[src/rtl/fetch_stage_if.sv]
// Shared uop bundle type and valid/stall handshake interface
// used by the fetch stage and its downstream consumer.

package Uop;

    typedef struct packed {
        logic [31:0] pc;
        logic [31:0] enc;
        logic        misaligned;
    } fetch_t;

endpackage

interface pipeline_if;

    logic valid;
    logic stall;

    modport Downstream (output valid, input stall);
    modport Upstream (input valid, output stall);

endinterface

[src/rtl/fetch_stage.sv]
// fetch_stage: one-outstanding instruction fetch with a one-entry skid.
// Optional macro FETCH_MISALIGN_CHECK_EN reports misaligned redirects.

module fetch_stage
    import Uop::*;
#(
    parameter logic [31:0] RESET_PC = 32'h0000_0000
) (
    input  logic           clk,
    input  logic           rst,
    pipeline_if.Downstream d,
    output fetch_t         uopOut,
    output logic           imemReqValid,
    output logic [31:0]    imemReqAddr,
    input  logic           imemReqReady,
    input  logic           imemRespValid,
    input  logic [31:0]    imemRespData,
    input  logic           redirectValid,
    input  logic [31:0]    redirectPc
);

    typedef enum logic [1:0] {
        FETCH,
        WAIT,
        DRAIN,
        HOLD
    } state_t;

    state_t      state_q;
    state_t      state_d;
    logic [31:0] pc_q;
    logic [31:0] pc_d;
    logic        valid_q;
    logic        valid_d;
    fetch_t      uop_q;
    fetch_t      uop_d;
    fetch_t      skid_q;
    fetch_t      skid_d;
    logic        idle_q;
    logic        idle_d;
    logic        live_q;
    logic        req_fire;
    logic [31:0] redir_pc;
    logic        redir_bad;
    fetch_t      resp_uop;

`ifdef FETCH_MISALIGN_CHECK_EN
    assign redir_bad = (redirectPc[1:0] != 2'b00);
    assign redir_pc  = redirectPc;
`else
    assign redir_bad = 1'b0;
    assign redir_pc  = redirectPc & 32'hFFFF_FFFC;
`endif

    assign imemReqValid = live_q && (state_q == FETCH) && !idle_q;
    assign imemReqAddr  = pc_q;
    assign req_fire     = imemReqValid && imemReqReady;
    assign resp_uop     = {pc_q, imemRespData, 1'b0};
    assign d.valid      = valid_q;
    assign uopOut       = uop_q;

    // Hold off requests until the first edge after reset release.
    always_ff @(posedge clk or negedge rst) begin
        if (!rst) begin
            live_q <= 1'b0;
        end else begin
            live_q <= 1'b1;
        end
    end

    // Stage registers: FSM state, pc, output uop and skid entry.
    always_ff @(posedge clk or negedge rst) begin
        if (!rst) begin
            state_q <= FETCH;
            pc_q    <= RESET_PC;
            valid_q <= 1'b0;
            uop_q   <= '0;
            skid_q  <= '0;
            idle_q  <= 1'b0;
        end else begin
            state_q <= state_d;
            pc_q    <= pc_d;
            valid_q <= valid_d;
            uop_q   <= uop_d;
            skid_q  <= skid_d;
            idle_q  <= idle_d;
        end
    end

    // Next state; redirect flushes and wins over everything else.
    always_comb begin
        state_d = state_q;
        pc_d    = pc_q;
        valid_d = d.stall ? valid_q : 1'b0;
        uop_d   = uop_q;
        skid_d  = skid_q;
        idle_d  = idle_q;
        if (redirectValid) begin
            pc_d    = redir_pc;
            valid_d = 1'b0;
            skid_d  = '0;
            idle_d  = redir_bad;
            if (redir_bad) begin
                uop_d   = {redirectPc, 32'h0, 1'b1};
                valid_d = 1'b1;
            end
            unique case (state_q)
                FETCH: state_d = req_fire ? DRAIN : FETCH;
                WAIT,
                DRAIN: state_d = imemRespValid ? FETCH : DRAIN;
                default: state_d = FETCH;
            endcase
        end else begin
            unique case (state_q)
                FETCH: begin
                    if (req_fire) begin
                        state_d = WAIT;
                    end
                end
                WAIT: begin
                    if (imemRespValid) begin
                        if (!valid_q || !d.stall) begin
                            uop_d   = resp_uop;
                            valid_d = 1'b1;
                            pc_d    = pc_q + 32'd4;
                            state_d = FETCH;
                        end else begin
                            skid_d  = resp_uop;
                            state_d = HOLD;
                        end
                    end
                end
                DRAIN: begin
                    if (imemRespValid) begin
                        state_d = FETCH;
                    end
                end
                HOLD: begin
                    if (!d.stall) begin
                        uop_d   = skid_q;
                        valid_d = 1'b1;
                        skid_d  = '0;
                        pc_d    = pc_q + 32'd4;
                        state_d = FETCH;
                    end
                end
                default: state_d = FETCH;
            endcase
        end
    end

endmodule

[src/flat_wrapper.sv]
// flat-port wrapper written by rule: the top's interface ports become plain ports
module fetch_stage_flat import Uop::*;
#(
    parameter logic [31:0] RESET_PC = 32'h0000_0000
)
  (clk, rst, uopOut, imemReqValid, imemReqAddr, imemReqReady, imemRespValid, imemRespData, redirectValid, redirectPc, d_valid, d_stall);
  pipeline_if d_i ();
  input  logic clk;
  input  logic rst;
  output fetch_t uopOut;
  output logic imemReqValid;
  output logic [31:0] imemReqAddr;
  input  logic imemReqReady;
  input  logic imemRespValid;
  input  logic [31:0] imemRespData;
  input  logic redirectValid;
  input  logic [31:0] redirectPc;
  output wire logic [$bits(d_i.valid)-1:0] d_valid;
  input wire logic [$bits(d_i.stall)-1:0] d_stall;
  assign d_valid = d_i.valid;
  assign d_i.stall = d_stall;
  fetch_stage #(.RESET_PC(RESET_PC)) u_core (.clk(clk), .rst(rst), .d(d_i), .uopOut(uopOut), .imemReqValid(imemReqValid), .imemReqAddr(imemReqAddr), .imemReqReady(imemReqReady), .imemRespValid(imemRespValid), .imemRespData(imemRespData), .redirectValid(redirectValid), .redirectPc(redirectPc));
endmodule
[config.mk]
export PLATFORM = sky130hd
export DESIGN_NAME = fetch_stage_flat
export DESIGN_NICKNAME = d
export VERILOG_FILES = /design/src/rtl/fetch_stage_if.sv /design/src/rtl/fetch_stage.sv /design/src/flat_wrapper.sv
export SDC_FILE = /design/constraint.sdc
export NUM_CORES = 1
export LEC_CHECK = 0
export CAP_MARGIN = 15
export CORE_MARGIN = 2
export CORE_UTILIZATION = 41
export CTS_BUF_LIST = sky130_fd_sc_hd__clkbuf_2 sky130_fd_sc_hd__clkbuf_4 sky130_fd_sc_hd__clkbuf_8
export DETAILED_ROUTE_END_ITERATION = 8
export PLACE_DENSITY_LB_ADDON = 0.12
export SLEW_MARGIN = 10
export SYNTH_ARGS = -nofsm -noshare
export SYNTH_HDL_FRONTEND = slang
export SYNTH_SLANG_ARGS = --single-unit
[constraint.sdc]
create_clock -name clk -period 3.2 [get_ports clk]
set_clock_uncertainty 0.1 [all_clocks]
set_input_delay 0.8 -clock clk [delete_from_list [all_inputs] [get_ports clk]]
set_output_delay 0.8 -clock clk [all_outputs]
set_load 0.05 [all_outputs]
==> run metrics <==
Initial Util 41.7%; Cell Int Power 4.24 mW; Final ANT Viol Nets 0; crit path capture imemReqValid; Via Count about 6000; Max stage delay on crit path 800 ps; # resized after CTS 0; P_leak 3.99 nW; grt total ovfl 0; Clk pwr share 18.9%; Final nets about 1100; Root Driver clkbuf_8; clock tree buffer depth 2; Detailed Place HPWL 11.6 mm; pre-CTS WS 280 ps; total CTS buffers 17; Fillers 1701; Pre-antenna DRT Iters 5; reg2reg setup slack 780 ps; Fin Setup TNS 0 ps; maximum vdd drop approximately 0.47 mV; # diodes 0; Post-Syn Instances 844; Seq pwr share about 36%; maximum clock frequency roughly 330 MHz; layout cells sized above 1 6.07%; slowest library cell on the worst path clkdlybuf4s50_1; I/O Buffers 163; Hold Crit Class input pin to asynchronous set/reset pin; status finished, final reports clean; final period utilization 94.2%; average size of a mapped cell 8.85 um2; leading area contributor after synthesis dfrtp_1; Layout area overhead 30.3%; CP Data Required Time 2300 ps; initial antenna violation count 0; Post-route DRC 0; Final Wtd Congestion 0.748; Cell Count, Final, Fillers Out 1217; min cycle time layout roughly 3000 ps; post-DR vias/cell 4.94; hold-fix buffer count after cts 0; number of clock sinks 160; Finished Core Util 54.3%; setup bufs post-CTS 0; largest net degree at the start of global routing 79; critical path class register to output pin; Arr. time, crit path 2110 ps; Critical Path End Type output pin; switching fraction of total power 43.7%; vias in the first global route roughly 5700; CTS tree done; setup slack after layout approximately 190 ps; I/O Pins 169; Worst Reg-to-Reg Cells 9; Max Cap Viol 0; most frequent cells in the layout nand2_1 (225), clkdlybuf4s50_1 (161), dfrtp_1 (160), a21oi_1 (124), o21ai_0 (86); first-pass GRT wire length 29.9 mm; final setup vio count 0; CP Max Fanout 4; top cell type's share of synthesized area 53.6%; clock latency on the worst-skew pair 440 ps; Synth async-reset ratio 100%; reg2reg start u_core.state_q[1]; drt initial violations roughly 340; Critical Path Start u_core.state_q[0]; Die X 139 um; Max H-tree Level 4; Die Footprint 19300 um2; dpl cells 1185; core area between 15000 and 20000 um2; synth unique cells 43; Synth Cell Area 7470 um2; Chip Height approximately 140 um; total design power 7.53 mW; Tot GR Track Use approximately a fifth; worst path cell trace inv_1 > ha_1 > and2_1 > clkdlybuf4s50_1; Comb power frac 44.8%; Psw between 3 and 4 mW; RSZ-0062 raised after global routing false; Warnings, synthesis 0; wirelength, routed 18.1 mm; ranking of synthesized cells by area dfrtp_1 (54%), nand2_1 (11%), a21oi_1 (8.3%); Reg clk slew, reported paths 80 ps; Post-synth EDFFs 0; DR WL/cell 14.9 um; Top FF cell, synth dfrtp_1; FF-to-FF End u_core.uopOut[34]; Final Hold Vio Count 0; measured slew at the worst slew-check pin 639 ps; leading cell type in the layout, fill and taps excluded nand2_1; post-synthesis sequential area ratio 53.6%; CP Launch Type register; Slew headroom about 57%; Slew Viols, Final 0; Synth Register Bits 160; # rows 49; Power Density 774 nW/um2
cell usage after synthesis (6+ instances only):
cell      number
o21ai_0       86
ha_1           6
xnor2_1       22
nor3_1         7
xor2_1         6
dfrtp_1      160
nand3_1       11
nor4_1         8
nor2b_1       62
a21oi_1      124
clkbuf_1      58
nor2_1         8
nand2_1      225
cell families (layout without fill, tap and decap cells):
family	after synthesis	after routing	synth area share (%)
buf+inv	70	212	3.77
flops	160	160	53.6
other cells	2	4	0.101
simple gates	350	350	22.0
xor+xnor	28	28	3.28
fa+ha+maj	6	6	1.01
compound gates	222	222	15.3
mux	6	6	0.871
sequential cells by signal, indices dropped and copies added (netlist names):
register and count:
u_core.imemReqAddr 30, u_core.live_q 1, u_core.uopOut 63, u_core.skid_q 63, u_core.d.valid 1, u_core.state_q 2
layer usage:
| metal | vias up | track usage, % | part of all wire, % |
|---|---|---|---|
| met1 | 2774 | 29.2 | 51 |
| met3 | 10 | 3.94 | 4.3 |
| met5 | - | 0 | 0 |
| met2 | 156 | 27.3 | 44 |
| met4 | 0 | 5.21 | 1.0 |
| li1 | 3074 | - | - |
stage by stage:
| stage | hold slack [ps] | instance area [um2] |
|---|---|---|
| after floorplan | 397 | 7470 |
| after global placement | 361 | 9350 |
| after detailed placement | 370 | 9350 |
| after CTS | 187 | 9730 |
| after global routing | 209 | 9730 |
| final | 196 | 9730 |
layout make-up:
| type | count | area (um2) | area share, % |
|---|---|---|---|
| flip-flops and latches | 160 | 4000 | 41.2 |
| multi-input cells | 616 | 3220 | 33.1 |
| repair buffers | 176 | 1830 | 18.8 |
| clock buffers | 23 | 292 | 3.00 |
| well taps | 229 | 287 | 2.95 |
| clock inverters | 9 | 85.1 | 0.875 |
| inverters | 4 | 15.0 | 0.154 |
power groups by stage:
stage	registers (mW)	clock network, mW	logic, mW
CTS	2.75	1.46	3.41
global route	2.81	1.54	3.60
floorplan	4.08	0	0.851
detailed placement	2.79	0	3.40
finish	2.74	1.42	3.37
global placement	2.77	0	3.37
worst max-delay path: cells and delay by family (launching register included):
family / cells / cell delay, ps
buffers and inverters: 2 / 940
and+or+nand+nor: 1 / 140
DFF: 1 / 430
adders and majority gates: 1 / 170
how the worst min path moves through the flow:
stage / end / cells past startpoint / slack, ps / start
final: u_core.uopOut[23] / 1 / 200 / rst
after global routing: u_core.uopOut[23] / 1 / 210 / rst
after CTS: u_core.uopOut[23] / 1 / 190 / rst
after detailed placement: u_core.uopOut[36] / 2 / 370 / u_core.uopOut[36]
after global placement: u_core.uopOut[4] / 2 / 360 / u_core.uopOut[4]
after floorplan: u_core.d.valid / 0 / 400 / rst
Note: power is estimated with default switching activity, not from simulation.
